$ cat src/rtl/rvj1_load_scoreboard.sv
// ---------------------------------------------------------------------------
// rvj1_load_scoreboard
//
// Tracks the destination registers of outstanding loads in an in-order FIFO
// and holds the decoder while a candidate instruction would read or overwrite
// a register that a pending load has not yet written, or would issue a load
// while the FIFO is full. Loads complete in order, so the LSU only signals
// "oldest one done" and the head entry is retired.
//
// Ports
//   clk_i            clock, all state updates on the rising edge
//   rst_i            asynchronous active-high reset
//   issue_valid_i    decoded candidate present this cycle
//   issue_rs1_i      source register A,  issue_rs1_used_i  candidate reads it
//   issue_rs2_i      source register B,  issue_rs2_used_i  candidate reads it
//   issue_rd_i       destination,        issue_rd_used_i   candidate writes it
//   issue_is_load_i  candidate is a load
//   lsu_done_i       oldest outstanding load has written the register file
//   stall_o          hold the decoder
//   issue_fire_o     candidate accepted this cycle
//   pending_cnt_o    number of outstanding loads
//   underflow_o      sticky: lsu_done_i seen with nothing outstanding
// ---------------------------------------------------------------------------
module rvj1_load_scoreboard #(
  parameter int LOAD_DEPTH = 2   // legal 1..4
) (
  input  logic       clk_i,
  input  logic       rst_i,
  input  logic       issue_valid_i,
  input  logic [4:0] issue_rs1_i,
  input  logic       issue_rs1_used_i,
  input  logic [4:0] issue_rs2_i,
  input  logic       issue_rs2_used_i,
  input  logic [4:0] issue_rd_i,
  input  logic       issue_rd_used_i,
  input  logic       issue_is_load_i,
  input  logic       lsu_done_i,
  output logic       stall_o,
  output logic       issue_fire_o,
  output logic [2:0] pending_cnt_o,
  output logic       underflow_o
);

  // Pointers are sized for the largest legal depth so LOAD_DEPTH == 1 still
  // has a non-zero-width pointer; wrap is explicit, not by overflow.
  localparam int              PTR_W    = 2;
  localparam logic [PTR_W-1:0] LAST_PTR = PTR_W'(LOAD_DEPTH - 1);
  localparam logic [2:0]       FULL_CNT = 3'(LOAD_DEPTH);

  logic [4:0]            ent_rd [LOAD_DEPTH];
  logic [LOAD_DEPTH-1:0] ent_vld;
  logic [PTR_W-1:0]      rd_ptr;
  logic [PTR_W-1:0]      wr_ptr;
  logic [2:0]            count;
  logic                  underflow;

  logic raw_hit;
  logic waw_hit;
  logic struct_hit;
  logic push;
  logic pop;
  logic underflow_evt;

  function automatic logic [PTR_W-1:0] next_ptr(input logic [PTR_W-1:0] p);
    return (p == LAST_PTR) ? '0 : p + 1'b1;
  endfunction

  // Hazard detection looks only at registered FIFO state: a load retiring
  // this cycle still blocks its consumer, which is released next cycle.
  always_comb begin
    // NOTE: every combinational output gets a default first so no path
    // through the block leaves it unassigned and infers a latch.
    raw_hit = 1'b0;
    waw_hit = 1'b0;
    for (int i = 0; i < LOAD_DEPTH; i++) begin
      // An entry for x0 (kept only to preserve completion order) never matches.
      if (ent_vld[i] && (ent_rd[i] != 5'd0)) begin
        if (issue_rs1_used_i && (issue_rs1_i == ent_rd[i])) raw_hit = 1'b1;
        if (issue_rs2_used_i && (issue_rs2_i == ent_rd[i])) raw_hit = 1'b1;
        if (issue_rd_used_i  && (issue_rd_i  == ent_rd[i])) waw_hit = 1'b1;
      end
    end
  end

  assign struct_hit = issue_is_load_i && (count == FULL_CNT);

  // Outputs are forced low while reset is held so nothing issues mid-reset.
  assign stall_o       = !rst_i && issue_valid_i && (raw_hit || waw_hit || struct_hit);
  assign issue_fire_o  = !rst_i && issue_valid_i && !stall_o;
  assign pending_cnt_o = count;
  assign underflow_o   = underflow;

  // A push can never happen while full (structural stall) and a pop never
  // while empty, so push and pop never target the same slot in one cycle.
  assign push          = issue_fire_o && issue_is_load_i;
  assign pop           = lsu_done_i && (count != 3'd0);
  assign underflow_evt = lsu_done_i && (count == 3'd0);

  // NOTE: the entry array is reset along with the pointers; it is only a few
  // flops, and a clean array keeps stale rd values out of the hazard compare.
  always_ff @(posedge clk_i or posedge rst_i) begin
    if (rst_i) begin
      for (int i = 0; i < LOAD_DEPTH; i++) ent_rd[i] <= 5'd0;
      ent_vld   <= '0;
      rd_ptr    <= '0;
      wr_ptr    <= '0;
      count     <= 3'd0;
      underflow <= 1'b0;
    end else begin
      // NOTE: state registers use non-blocking assignment so every flop sees
      // the pre-edge values, independent of statement order in this block.
      if (pop) begin
        for (int i = 0; i < LOAD_DEPTH; i++) begin
          if (PTR_W'(i) == rd_ptr) ent_vld[i] <= 1'b0;
        end
        rd_ptr <= next_ptr(rd_ptr);
      end

      // rd == 0 is pushed too, so later completions still line up.
      if (push) begin
        for (int i = 0; i < LOAD_DEPTH; i++) begin
          if (PTR_W'(i) == wr_ptr) begin
            ent_vld[i] <= 1'b1;
            ent_rd[i]  <= issue_rd_i;
          end
        end
        wr_ptr <= next_ptr(wr_ptr);
      end

      unique case ({push, pop})
        2'b10:   count <= count + 3'd1;
        2'b01:   count <= count - 3'd1;
        default: count <= count;
      endcase

      if (underflow_evt) underflow <= 1'b1;
    end
  end

endmodule
$ cat config.mk
export PLATFORM = sky130hd
export DESIGN_NAME = rvj1_load_scoreboard
export DESIGN_NICKNAME = d
export VERILOG_FILES = /design/src/rtl/rvj1_load_scoreboard.sv
export SDC_FILE = /design/constraint.sdc
export NUM_CORES = 1
export LEC_CHECK = 0
export ABC_CLOCK_PERIOD_IN_PS = 6800
export BUFFER_PORTS_ARGS = -buffer_cell sky130_fd_sc_hd__buf_2
export CAP_MARGIN = 20
export CORE_UTILIZATION = 32
export CTS_BUF_LIST = sky130_fd_sc_hd__clkbuf_4 sky130_fd_sc_hd__clkbuf_8 sky130_fd_sc_hd__clkbuf_16
export DETAILED_ROUTE_END_ITERATION = 16
export PLACE_DENSITY_LB_ADDON = 0.12
export SLEW_MARGIN = 10
export SYNTH_ARGS = -nofsm -noshare
export SYNTH_HDL_FRONTEND = slang
export SYNTH_SLANG_ARGS = --single-unit
$ cat constraint.sdc
create_clock -name clk_i -period 6.8 [get_ports clk_i]
set_input_delay 1.36 -clock clk_i [delete_from_list [all_inputs] [get_ports clk_i]]
set_output_delay 1.36 -clock clk_i [all_outputs]
set_load 0.1 [all_outputs]
* Word-level counts from Yosys, hierarchy flattened
Index checks and enable logic that the tools add are counted.
** Storage, ports and cells
- Flip-flop bits (word level) :: 20
- Word-level logic and storage cells :: 71
** Cells by class
- Add/subtract/negate cells :: 4
- Eq/ne operators :: 13
- Multiplexer cells :: 19
- Reductions and logical operators :: 28
** Operators by type and width (count)
- $eq 5x5->1 :: 6
- $logic_and 1x1->1 :: 15
- $mux 1 :: 14
- $reduce_bool 5->1 :: 2
- $mux 2 :: 4
- $eq 2x1->1 const B :: 3
- $pmux 3 s2 :: 1
- $add 2x1->2 const B :: 2
- $eq 1x2->1 const A :: 2
- $logic_not 2->1 :: 2
- $reduce_and 2->1 :: 2
- $add 3x1->3 const B :: 1
- $eq 3x2->1 const B :: 1
- $logic_not 3->1 :: 1
- $reduce_bool 3->1 :: 1
- $sub 3x1->3 const B :: 1
- $eq 2x2->1 const B :: 1
- $logic_not 1->1 :: 2
- $logic_or 1x1->1 :: 2
- $reduce_bool 2->1 :: 1

* Depth between registers and ports, before layout
Gate-level depths: netlist (run 1).
- Depth after elaboration :: 16
- Gate-level depth with buffers :: 11
- Depth with buffers taken out :: 11

* Worst setup path before layout (run 1)
OpenSTA, ideal clock, no wires.
- Path type :: input-to-output
- From :: input port issue_rs1_i[3]
- To :: output port stall_o
- Data arrival time :: 3.797 ns
- Data required time :: 5.440 ns
- Slack :: 1.643 ns
- Stages :: 5
- Path buffers :: 0
- Cell sequence :: xor2_1 > nor4_1 > nand3_1 > a21o_2 > a31oi_1
** Between the ends
- Longest elaborated chain between the ends :: 11
** RTL lines
- start, declared :: RTL line 30 : input logic [4:0] issue_rs1_i,
- $eq 5x5->1 :: RTL line 78 : if (issue_rs1_used_i && (issue_rs1_i == ent_rd[i])) raw_hit = 1'b1;
- $logic_and 1x1->1 :: RTL line 78
- $mux 1 :: RTL line 78
- $mux 1 :: RTL line 79 : if (issue_rs2_used_i && (issue_rs2_i == ent_rd[i])) raw_hit = 1'b1;
- $mux 1 :: RTL line 77 : if (ent_vld[i] && (ent_rd[i] != 5'd0)) begin
- $mux 1 :: RTL line 78
- $mux 1 :: RTL line 79
- $mux 1 * :: RTL line 77
- $logic_or 1x1->1 * (2 in a row) :: RTL line 88 : assign stall_o = !rst_i && issue_valid_i && (raw_hit || waw_hit || struct_hit);
- $logic_and 1x1->1 * :: RTL line 88
- end, declared :: RTL line 38 : output logic stall_o,
Every way passes the cells marked *; elsewhere a longest branch is shown, timed or not.

* Worst setup path after layout (run 1)
- From :: input port issue_rd_i[1]
- To :: output port stall_o
** Between the ends
- Longest elaborated chain between the ends :: 9
** RTL lines
- start, declared :: RTL line 34 : input logic [4:0] issue_rd_i,
- $eq 5x5->1 :: RTL line 80 : if (issue_rd_used_i && (issue_rd_i == ent_rd[i])) waw_hit = 1'b1;
- $logic_and 1x1->1 :: RTL line 80
- $mux 1 :: RTL line 80
- $mux 1 :: RTL line 77
- $mux 1 :: RTL line 80
- $mux 1 * :: RTL line 77
- $logic_or 1x1->1 * (2 in a row) :: RTL line 88
- $logic_and 1x1->1 * :: RTL line 88
Marks and branches as above.

==> results of run 1 <==
## through the flow
step	hold slack (ns)	std cells	instance area, µm²	worst slack [ns]	total power (W)
3_3_place_gp	0.436	194	1480	2.44	0.000578
2_1_floorplan	0.442	117	1280	1.64	0.000509
4_1_cts	0.469	198	1540	2.44	0.000676
6_report	0.467	198	1540	2.45	0.000668
5_1_grt	0.501	198	1540	2.40	0.000719
3_5_place_dp	0.445	194	1480	2.45	0.000584
## layout make-up
cell class                 instances  area share [%]
multi-input combinational         92            49.2
clock buffer                       4            3.58
inverter                           5            1.22
tap                               48            3.90
sequential                        20            32.5
timing repair buffer              29            9.59
## cells by family (layout without fill, tap and decap cells)
family,after synthesis,count (layout),share of synthesized area (%)
compound gates,9,9,5.88
xor+xnor,35,35,24.0
fa+ha+maj,2,2,2.55
buf+inv,5,38,1.47
flops,20,20,39.2
mux,11,11,9.61
simple gates,35,35,17.3
## Yosys cell counts
cell / number / area (µm²)
sky130_fd_sc_hd__ha_1: 1 / 12.5
sky130_fd_sc_hd__o21ai_1: 1 / 5.00
sky130_fd_sc_hd__fa_1: 1 / 20.0
sky130_fd_sc_hd__nor4b_1: 2 / 17.5
sky130_fd_sc_hd__a21o_1: 1 / 7.51
sky130_fd_sc_hd__nor4_1: 5 / 31.3
sky130_fd_sc_hd__nand4_4: 2 / 42.5
sky130_fd_sc_hd__and2_1: 1 / 6.26
sky130_fd_sc_hd__o21a_1: 1 / 7.51
sky130_fd_sc_hd__nand3_1: 7 / 35.0
sky130_fd_sc_hd__nor2b_1: 1 / 6.26
sky130_fd_sc_hd__nor2_1: 4 / 15.0
sky130_fd_sc_hd__a31oi_4: 1 / 21.3
sky130_fd_sc_hd__inv_1: 5 / 18.8
sky130_fd_sc_hd__o21ai_0: 2 / 10.0
sky130_fd_sc_hd__a21o_2: 1 / 8.76
sky130_fd_sc_hd__nor3_1: 2 / 10.0
sky130_fd_sc_hd__nand4_1: 1 / 6.26
sky130_fd_sc_hd__a31oi_1: 1 / 6.26
sky130_fd_sc_hd__nand4b_1: 1 / 8.76
sky130_fd_sc_hd__nand2_1: 7 / 26.3
sky130_fd_sc_hd__or4_1: 2 / 15.0
sky130_fd_sc_hd__dfrtp_1: 20 / 500
sky130_fd_sc_hd__xor2_1: 23 / 201
sky130_fd_sc_hd__mux2i_1: 1 / 10.0
sky130_fd_sc_hd__xnor2_1: 12 / 105
sky130_fd_sc_hd__a31o_2: 1 / 8.76
sky130_fd_sc_hd__mux2_2: 10 / 113
## sequential cells by signal, indices dropped and copies added, names as in the netlist
register / flops
underflow_o: 1
ent_rd: 10
wr_ptr: 2
rd_ptr: 2
pending_cnt_o: 3
ent_vld: 2
## worst register-to-register path: cells and delay by family (launching register included)
kind / cells / cell delay (ns)
buffers and inverters: 1 / 0.07
and+or+nand+nor: 4 / 1.00
DFF: 1 / 0.45
xor gates and xnor gates: 2 / 0.29
AOI/OAI and AO/OA: 2 / 0.46
adders and majority gates: 2 / 0.47
## layer usage
metal / vias up / share of wire (%)
li1: 479 / -
met5: - / 0
met2: 21 / 47
met1: 456 / 47
met4: 0 / 0.65
met3: 2 / 5.2
## path summary, 6_finish.rpt
check | start | endpoint | slack, ns | cells past startpoint
worst max-delay path | issue_rd_i[1] | stall_o | 2.45 | 7
worst min-delay path | underflow_o | underflow_o | 0.47 | 1
worst max register to register | ent_rd[6] | pending_cnt_o[2] | 3.93 | 11
worst min register to register | underflow_o | underflow_o | 0.47 | 1
max in group asynchronous | rst_i | ent_rd[3] | 5.45 | 3
min in group asynchronous | rst_i | ent_vld[1] | 1.13 | 3
## power by group through the flow
stage	registers (W)	clock network [W]	logic [W]
2_1_floorplan	0.000322	0	0.000186
3_3_place_gp	0.000257	0	0.000322
3_5_place_dp	0.000257	0	0.000327
4_1_cts	0.000255	0.0000930	0.000328
5_1_grt	0.000265	0.0000995	0.000355
6_report	0.000255	0.0000888	0.000325
==> metrics.json, run 1 <==
{
  "global_route": {
    "busiest_layer": "met2",
    "grt.total_usage_pct": 13.6,
    "gr-usage-met3_pct": 1.91,
    "grt.met1_usage_pct": 19.5,
    "gr-usage-met2_pct": 21.2,
    "globalRouteOverflowTotal": 0,
    "grt_max_degree": 23,
    "antenna_found_initial": 0,
    "grt_pass1_wl_um": 4370,
    "grt_pass1_vias": 945
  },
  "setup_path": {
    "critPathBufInv": 2,
    "worst-endpoint-required_ns": 5.44,
    "cp-start-kind": "input port",
    "worstPathCellList": "buf_2 -> xor2_1 -> nor4_1 -> nand3_1 -> a31o_2 -> a31oi_1 -> buf_2",
    "critical_path.max_stage_delay_ns": 0.44,
    "crit_family": "buffers and inverters",
    "crit_fanout": 5,
    "end_kind": "primary output",
    "cp_data_arrival_time_ns": 2.99,
    "cpMaxStageDelayCell": "sky130_fd_sc_hd__buf_2",
    "category_of_the_most_critical_setup_path": "in2out",
    "path_common_cell": "sky130_fd_sc_hd__buf_2"
  },
  "cells_and_area": {
    "antenna_cells_inserted": 0,
    "n_fill_cell": 374,
    "final_layout_size_suffix_gt1_share_pct": 32.0,
    "most_common_cell_after_layout_fill_and_taps_aside": "sky130_fd_sc_hd__buf_2",
    "multi_input_gate_area_in_the_final_layout_um2": 757,
    "layout.core_utilization_pct": 41.1,
    "fin_nets": 176,
    "mostFrequentLayoutCells": "28 x sky130_fd_sc_hd__buf_2, 23 x sky130_fd_sc_hd__xor2_1, 20 x sky130_fd_sc_hd__dfrtp_1, 12 x sky130_fd_sc_hd__xnor2_1, 10 x sky130_fd_sc_hd__mux2_2",
    "areaGrowthSynthToFinish_pct": 20.6,
    "sequential_standard_cell_area_um2": 500
  },
  "detailed_routing": {
    "detailedRoute.firstIterationViolations": 25,
    "wl_per_cell_um": 13.1,
    "remaining_drc_errors": 0,
    "total_wire_length_um": 2600,
    "post_detailed_route_count_of_antenna_violating_nets": 0,
    "drtPass1Iterations": 4,
    "detail_route.vias_per_cell": 4.84,
    "via_count": 958
  },
  "die": {
    "die_height_um": 65.2,
    "die-area_um2": 4240,
    "placeableCoreArea_um2": 3740,
    "starting_density_pct": 34.1,
    "num_io_pins": 29,
    "floorplan.rows": 22,
    "dieWidth_um": 65.2
  },
  "clocking": {
    "maximum_count_of_clock_buffers_along_a_single_path": 2,
    "cts_buffers": 3,
    "cts-hold-fix-buffers": 0,
    "cts_setup_buffers": 0,
    "cts.sink_count": 20,
    "clock_insertion_delay_worst_skew_ns": 0.25,
    "cts.clk_slew.worst_paths_ns": 0.07,
    "clk_root_buffer_cell": "sky130_fd_sc_hd__clkbuf_8",
    "htree_levels": 1,
    "cts_repair_resize_count": 0,
    "cts_tree": "done"
  },
  "worst_hold_path": {
    "hold_path.class": "reg2reg"
  },
  "timing": {
    "rsz_0062_raised_after_global_routing": "false",
    "worst_pin_slew_ns": 0.538,
    "timing.final.hold_violations": 0,
    "setup_violations": 0,
    "final_max_slew_viol_count": 0,
    "fin_tns_setup_ns": 0,
    "final.period_utilization_pct": 64.0,
    "slew-limit-headroom_pct": 63.7,
    "finalWorstPathRequiredPeriod_ns": 4.35,
    "fmax_ghz": 0.230,
    "skew_ns": 0.00204
  },
  "synthesis": {
    "synth_nets": 142,
    "synthesis.instances": 117,
    "synthesis.area_per_instance_um2": 10.9,
    "syn-cell-area_um2": 1280,
    "netlist-cell-type-count": 28,
    "yosysSeqAreaShare_pct": 39.2,
    "synth_seq_cells": 20,
    "yosys_warnings": 0
  },
  "power_and_ir_drop": {
    "power.ir.vdd_worst_uv": 270,
    "seqPwrFrac_pct": 38.1,
    "static-leakage-power_nw": 0.680,
    "p_int_w": 0.000351,
    "sw_frac_of_total_pct": 47.5,
    "clkPwrFrac_pct": 13.3,
    "pwr-share-comb_pct": 48.6,
    "netSwitchingPower_w": 0.000317,
    "power-per-cell-area_nw_per_um2": 434
  },
  "placed_design": {
    "dpl.hpwl_um": 2090,
    "portBuffers": 28,
    "globalplace.congestion": 0.733
  },
  "run_status": {
    "outcome": "completed"
  },
  "flow_run": {
    "max-cap-violations": 0
  }
}
Note: power is estimated with default switching activity, not from simulation.
==> run 2, diff against run 1 <==
- ABC_CLOCK_PERIOD_IN_PS: 6800 -> 4100
- clock period: 6.8 -> 4.1 ns (I/O delays scaled with it)
==> metrics.json, run 2 (synthesis gave the netlist of run 1 again) <==
{
  "setup_path": {
    "cpMaxStageDelayCell": "sky130_fd_sc_hd__or4_1",
    "crit_fanout": {"value": 5, "change": "unchanged"},
    "timing.reg2reg.worst_path_depth": {"value": 11, "change": "unchanged"},
    "cp-start-kind": "flop",
    "worst-endpoint-required": {"value": 3.28, "unit": "ns", "change": "-2.16 ns"},
    "category_of_the_most_critical_setup_path": "reg2out",
    "critical_path.max_stage_delay": {"value": 0.55, "unit": "ns", "change": "+0.11 ns"},
    "cp_data_arrival_time": {"value": 2.47, "unit": "ns", "change": "-0.52 ns"},
    "end_kind": "primary output",
    "worstPathCellList": "or4_1 -> o21ai_1 -> nor3_1 -> a31oi_4 -> nand3_1 -> nor2_1 -> buf_2"
  },
  "timing": {
    "fin_tns_setup": {"value": 0, "unit": "ns", "change": "unchanged"},
    "skew": {"value": 0.00581, "unit": "ns", "change": "+0.00377 ns"},
    "finalWorstPathRequiredPeriod_ns": 3.29,
    "rsz_0062_raised_after_global_routing": "false",
    "worst_pin_slew": {"value": 0.539, "unit": "ns", "change": "+0.00145 ns"},
    "final.period_utilization_pct": 80.2,
    "fmax_ghz": 0.304,
    "slew-limit-headroom": {"value": 63.6, "unit": "%", "change": "-0.098 points"},
    "worst_hold_slack": {"value": 0.462, "unit": "ns", "change": "-0.00513 ns"},
    "final_max_slew_viol_count": {"value": 0, "change": "unchanged"},
    "timing.final.hold_violations": {"value": 0, "change": "unchanged"},
    "setup_violations": {"value": 0, "change": "unchanged"}
  },
  "clocking": {
    "htree_levels": {"value": 1, "change": "unchanged"},
    "maximum_count_of_clock_buffers_along_a_single_path": {"value": 2, "change": "unchanged"},
    "cts_setup_buffers": {"value": 0, "change": "unchanged"},
    "cts.clk_slew.worst_paths": {"value": 0.08, "unit": "ns", "change": "about the same"},
    "clk_root_buffer_cell": "sky130_fd_sc_hd__clkbuf_8",
    "cts_repair_resize_count": {"value": 0, "change": "unchanged"},
    "cts_tree": "done",
    "cts.sink_count": {"value": 20, "change": "unchanged"},
    "cts-hold-fix-buffers": {"value": 0, "change": "unchanged"},
    "cts_buffers": {"value": 3, "change": "unchanged"},
    "clock_insertion_delay_worst_skew": {"value": 0.26, "unit": "ns", "change": "about the same"}
  },
  "global_route": {
    "grt.total_usage": {"value": 14.7, "unit": "%", "change": "+1.1 points"},
    "grt_pass1_vias": {"value": 986, "change": "+4.3%"},
    "grt_max_degree": {"value": 17, "change": "-26%"},
    "grt_pass1_wl": {"value": 4690, "unit": "µm", "change": "+7.4%"},
    "antenna_found_initial": {"value": 0, "change": "unchanged"},
    "globalRouteOverflowTotal": {"value": 0, "change": "unchanged"}
  },
  "detailed_routing": {
    "remaining_drc_errors": {"value": 0, "change": "unchanged"},
    "drtPass1Iterations": {"value": 3, "change": "-1"},
    "detail_route.vias_per_cell": {"value": 4.89, "change": "+1.1%"},
    "via_count": {"value": 969, "change": "+1.1%"},
    "post_detailed_route_count_of_antenna_violating_nets": {"value": 0, "change": "unchanged"},
    "wl_per_cell": {"value": 13.6, "unit": "µm", "change": "+3.8%"},
    "total_wire_length": {"value": 2700, "unit": "µm", "change": "+3.8%"},
    "detailedRoute.firstIterationViolations": {"value": 21, "change": "-16%"}
  },
  "flow_run": {
    "max-cap-violations": {"value": 0, "change": "unchanged"}
  },
  "cells_and_area": {
    "areaGrowthSynthToFinish": {"value": 20.6, "unit": "%", "change": "unchanged"},
    "layout.cells.non_filler": {"value": 198, "change": "unchanged"},
    "finish.instance_area": {"value": 1540, "unit": "µm²", "change": "unchanged"},
    "final_layout_size_suffix_gt1_share": {"value": 32.0, "unit": "%", "change": "unchanged"},
    "mostFrequentLayoutCells": "28 x sky130_fd_sc_hd__buf_2, 23 x sky130_fd_sc_hd__xor2_1, 20 x sky130_fd_sc_hd__dfrtp_1, 12 x sky130_fd_sc_hd__xnor2_1, 10 x sky130_fd_sc_hd__mux2_2",
    "most_common_cell_after_layout_fill_and_taps_aside": "sky130_fd_sc_hd__buf_2",
    "antenna_cells_inserted": {"value": 0, "change": "unchanged"},
    "largest_reg_flops": {"value": 10, "change": "unchanged"},
    "n_fill_cell": {"value": 399, "change": "+6.7%"},
    "regMostFlops": "ent_rd",
    "fin_nets": {"value": 176, "change": "unchanged"}
  },
  "run_status": {
    "outcome": "completed"
  },
  "power_and_ir_drop": {
    "seqPwrFrac": {"value": 37.9, "unit": "%", "change": "-0.2 points"},
    "power.ir.vdd_worst": {"value": 396, "unit": "µV", "change": "+47%"},
    "netSwitchingPower": {"value": 0.000528, "unit": "W", "change": "+67%"},
    "sw_frac_of_total": {"value": 47.5, "unit": "%", "change": "+0.051 points"},
    "p_int": {"value": 0.000583, "unit": "W", "change": "+66%"},
    "static-leakage-power": {"value": 0.680, "unit": "nW", "change": "unchanged"},
    "power-per-cell-area": {"value": 722, "unit": "nW/µm²", "change": "+66%"},
    "clkPwrFrac": {"value": 13.4, "unit": "%", "change": "about the same"},
    "pwr-share-comb": {"value": 48.7, "unit": "%", "change": "about the same"}
  },
  "die": {
    "num_io_pins": {"value": 29, "change": "unchanged"},
    "die_height": {"value": 65.2, "unit": "µm", "change": "unchanged"},
    "placeableCoreArea": {"value": 3740, "unit": "µm²", "change": "unchanged"},
    "floorplan.rows": {"value": 22, "change": "unchanged"},
    "dieWidth": {"value": 65.2, "unit": "µm", "change": "unchanged"},
    "die-area": {"value": 4240, "unit": "µm²", "change": "unchanged"},
    "starting_density": {"value": 34.1, "unit": "%", "change": "unchanged"}
  },
  "placed_design": {
    "dpl.hpwl": {"value": 2190, "unit": "µm", "change": "+4.6%"},
    "placement.cell_area": {"value": 1480, "unit": "µm²", "change": "unchanged"},
    "placed_cells_incl_taps": {"value": 194, "change": "unchanged"},
    "globalplace.congestion": {"value": 0.747, "change": "+1.9%"},
    "portBuffers": {"value": 28, "change": "unchanged"}
  },
  "worst_hold_path": {
    "hold_path.class": "reg2reg",
    "hold_path_depth": {"value": 1, "change": "unchanged"}
  }
}
==> run 2: cell type report <==
type	instances	area, µm²	area share (%)
clock buffers	4	55.1	3.58
inverters	5	18.8	1.22
multi-input cells	92	757	49.2
flip-flops and latches	20	500	32.5
well taps	48	60.1	3.90
repair buffers	29	148	9.59
==> run 2: stage by stage <==
stage	setup slack, ns	power (W)	utilization, %
5_1_grt	0.716	0.00120	41.1
6_report	0.813	0.00111	41.1
2_1_floorplan	0.0233	0.000844	-
3_3_place_gp	0.821	0.000960	39.6
3_5_place_dp	0.807	0.000971	39.6
4_1_cts	0.787	0.00113	41.1
==> run 2: final timing paths <==
kind                             start          endpoint  slack (ns)
max in group asynchronous        rst_i         ent_rd[8]        3.11
setup / recovery             ent_rd[6]      issue_fire_o        0.81
hold reg to reg            underflow_o       underflow_o        0.46
setup reg to reg             ent_rd[6]  pending_cnt_o[2]        1.23
min in group asynchronous        rst_i  pending_cnt_o[0]        0.48
hold / removal             underflow_o       underflow_o        0.46
==> run 2: routing by layer <==
layer	wire length, µm	track usage, %	up-vias
li1	-	-	476
met1	1280	21.3	472
met2	1300	22.9	19
met3	99	1.04	2
met4	21	5.71	0
met5	0	0	-
==> run 2: power groups by stage <==
| stage | clock network (W) | registers, W | logic, W |
|---|---|---|---|
| floorplan | 0 | 0.000534 | 0.000309 |
| global placement | 0 | 0.000426 | 0.000534 |
| detailed placement | 0 | 0.000429 | 0.000543 |
| CTS | 0.000156 | 0.000424 | 0.000545 |
| global route | 0.000167 | 0.000445 | 0.000592 |
| finish | 0.000149 | 0.000421 | 0.000541 |
==> run 2: worst max-delay path: cells and delay by family, from the launching register on <==
kind | cells | cell delay (ns)
compound gates | 2 | 0.46
buf+inv | 1 | 0.43
flops | 1 | 0.45
simple gates | 4 | 0.86
==> run 3, diff against run 2 <==
- ABC_CLOCK_PERIOD_IN_PS: 4100 -> 3000
- clock period: 4.1 -> 3 ns (I/O delays scaled with it)
==> metrics.json, run 3 (synthesis gave the netlist of run 1 again) <==
{
  "clocking": {
    "clk_root_buffer_cell": "sky130_fd_sc_hd__clkbuf_8",
    "cts.sink_count": {"value": 20, "change": "unchanged"},
    "cts_buffers": {"value": 3, "change": "unchanged"},
    "maximum_count_of_clock_buffers_along_a_single_path": {"value": 2, "change": "unchanged"},
    "clock_insertion_delay_worst_skew": {"value": 0.26, "unit": "ns", "change": "about the same"},
    "cts_tree": "done",
    "cts.clk_slew.worst_paths": {"value": 0.07, "unit": "ns", "change": "about the same"},
    "cts_repair_resize_count": {"value": 0, "change": "unchanged"},
    "htree_levels": {"value": 1, "change": "unchanged"}
  },
  "power_and_ir_drop": {
    "power": {"value": 0.00155, "unit": "W", "change": "+40%"},
    "power.ir.vdd_worst": {"value": 642, "unit": "µV", "change": "+62%"},
    "power-per-cell-area": {"value": 963, "unit": "nW/µm²", "change": "+33%"},
    "static-leakage-power": {"value": 0.705, "unit": "nW", "change": "+3.6%"}
  },
  "cells_and_area": {
    "largest_reg_flops": {"value": 10, "change": "unchanged"},
    "antenna_cells_inserted": {"value": 0, "change": "unchanged"},
    "layout.cells.non_filler": {"value": 202, "change": "+2.0%"},
    "final_layout_size_suffix_gt1_share": {"value": 35.1, "unit": "%", "change": "+3.1 points"},
    "fin_nets": {"value": 180, "change": "+2.3%"},
    "mostFrequentLayoutCells": "26 x sky130_fd_sc_hd__buf_2, 23 x sky130_fd_sc_hd__xor2_1, 20 x sky130_fd_sc_hd__dfrtp_1, 12 x sky130_fd_sc_hd__xnor2_1, 10 x sky130_fd_sc_hd__mux2_2",
    "most_common_cell_after_layout_fill_and_taps_aside": "sky130_fd_sc_hd__buf_2",
    "areaGrowthSynthToFinish_pct": 26.4,
    "regMostFlops": "ent_rd",
    "layout.core_utilization": {"value": 43.1, "unit": "%", "change": "+2.0 points"}
  },
  "detailed_routing": {
    "wl_per_cell": {"value": 14.0, "unit": "µm", "change": "+2.8%"},
    "post_detailed_route_count_of_antenna_violating_nets": {"value": 0, "change": "unchanged"},
    "detail_route.vias_per_cell": {"value": 4.90, "change": "+0.14%"},
    "detailedRoute.firstIterationViolations": {"value": 27, "change": "+29%"},
    "total_wire_length": {"value": 2840, "unit": "µm", "change": "+4.9%"},
    "remaining_drc_errors": {"value": 0, "change": "unchanged"},
    "via_count": {"value": 990, "change": "+2.2%"},
    "drtPass1Iterations": {"value": 4, "change": "+1"}
  },
  "setup_path": {
    "category_of_the_most_critical_setup_path": "reg2out",
    "r2r_start": "ent_rd[6]",
    "r2r_setup_slack": {"value": 0.25, "unit": "ns", "change": "-0.98 ns"},
    "cp_data_arrival_time": {"value": 2.26, "unit": "ns", "change": "-0.21 ns"},
    "cp-start-kind": "flop",
    "setup.worst_path.end": "issue_fire_o",
    "crit_fanout": {"value": 5, "change": "unchanged"},
    "critical_path.reg2reg.endpoint": "pending_cnt_o[2]",
    "worst-endpoint-required": {"value": 2.40, "unit": "ns", "change": "-0.88 ns"},
    "end_kind": "primary output",
    "critPathLaunch": "ent_rd[6]",
    "timing.reg2reg.worst_path_depth": {"value": 11, "change": "unchanged"}
  },
  "die": {
    "die_height": {"value": 65.2, "unit": "µm", "change": "unchanged"},
    "die-area": {"value": 4240, "unit": "µm²", "change": "unchanged"},
    "floorplan.rows": {"value": 22, "change": "unchanged"},
    "starting_density": {"value": 34.1, "unit": "%", "change": "unchanged"},
    "dieWidth": {"value": 65.2, "unit": "µm", "change": "unchanged"},
    "placeableCoreArea": {"value": 3740, "unit": "µm²", "change": "unchanged"},
    "num_io_pins": {"value": 29, "change": "unchanged"}
  },
  "placed_design": {
    "globalplace.congestion": {"value": 0.729, "change": "-2.4%"},
    "portBuffers": {"value": 28, "change": "unchanged"},
    "placed_cells_incl_taps": {"value": 196, "change": "+1.0%"},
    "dpl.hpwl": {"value": 2310, "unit": "µm", "change": "+5.5%"}
  },
  "timing": {
    "slew-limit-headroom": {"value": 63.2, "unit": "%", "change": "-0.38 points"},
    "setup_violations": {"value": 0, "change": "unchanged"},
    "finalWorstPathRequiredPeriod_ns": 2.86,
    "timing.final.hold_violations": {"value": 0, "change": "unchanged"},
    "skew": {"value": 0.00361, "unit": "ns", "change": "-0.00220 ns"},
    "final_max_slew_viol_count": {"value": 0, "change": "unchanged"},
    "worst_pin_slew": {"value": 0.545, "unit": "ns", "change": "+0.00567 ns"},
    "final.period_utilization_pct": 95.3,
    "fmax_ghz": 0.350,
    "fin_tns_setup": {"value": 0, "unit": "ns", "change": "unchanged"}
  },
  "global_route": {
    "grt.total_usage": {"value": 15.1, "unit": "%", "change": "+0.32 points"},
    "grt_pass1_wl": {"value": 4750, "unit": "µm", "change": "+1.2%"},
    "globalRouteOverflowTotal": {"value": 0, "change": "unchanged"},
    "grt_max_degree": {"value": 18, "change": "+1"},
    "antenna_found_initial": {"value": 0, "change": "unchanged"},
    "grt_pass1_vias": {"value": 1006, "change": "+2.0%"}
  },
  "flow_run": {
    "max-cap-violations": {"value": 0, "change": "unchanged"}
  },
  "worst_hold_path": {
    "hold_path.class": "in2async"
  },
  "run_status": {
    "outcome": "completed"
  }
}
-- run 3: changes by cell type in the layout (fill, tap and decap cells not counted), sizes merged --
cell  before  now
buf       29   33
-- run 3: layer usage --
| layer | routed length [µm] | track usage [%] | up-vias |
|---|---|---|---|
| met1 | 1380 | 20.4 | 475 |
| met5 | 0 | 0 | - |
| met3 | 111 | 2.26 | 5 |
| met4 | 56 | 7.61 | 0 |
| met2 | 1290 | 23.3 | 25 |
| li1 | - | - | 485 |
-- run 3: metrics by stage --
stage / setup WS (ns) / hold slack, ns / instance area, µm²
after floorplan: 0.0356 / 0.442 / 1290
after global placement: 0.113 / 0.434 / 1540
after detailed placement: 0.0456 / 0.445 / 1540
after CTS: 0.0334 / 0.249 / 1600
after global routing: -0.00494 / 0.253 / 1610
final: 0.142 / 0.249 / 1610
-- run 3: how the worst min path moves through the flow --
| stage | start | to |
|---|---|---|
| floorplan | ent_vld[0] | ent_vld[0] |
| global placement | underflow_o | underflow_o |
| detailed placement | underflow_o | underflow_o |
| CTS | rst_i | ent_rd[0] |
| finish | rst_i | ent_rd[0] |
| global route | rst_i | ent_rd[0] |
-- run 3: power breakdown --
part,total [W],switching [W],internal [W],leakage (nW)
Clock,0.000207,0.0000897,0.000117,0.0288
Sequential,0.000581,0.000188,0.000393,0.242
Combinational,0.000766,0.000460,0.000306,0.434
Total,0.00155,0.000738,0.000816,0.705
-- run 3: layout make-up --
type / count / area, µm²
fill: 388 / 2130
multi-input combinational: 92 / 771
sequential: 20 / 500
timing repair buffer: 33 / 208
tap: 48 / 60.1
clock buffer: 4 / 55.1
inverter: 5 / 18.8
-- run 3: critical path: stages (launching register included) --
cell and delay [ns]:
sky130_fd_sc_hd__dfrtp_1 0.46, sky130_fd_sc_hd__or4_1 0.54, sky130_fd_sc_hd__o21ai_1 0.18, sky130_fd_sc_hd__nor3_1 0.12, sky130_fd_sc_hd__a31oi_4 0.23, sky130_fd_sc_hd__nand3_1 0.16, sky130_fd_sc_hd__nor2_4 0.12, sky130_fd_sc_hd__buf_12 0.18
-- run 3: timing repair --
| item | in CTS | in global routing |
|---|---|---|
| hold buffers | 0 | 0 |
| endpoints found under the setup margin | 0 | 1 |
| setup buffers | 0 | 2 |
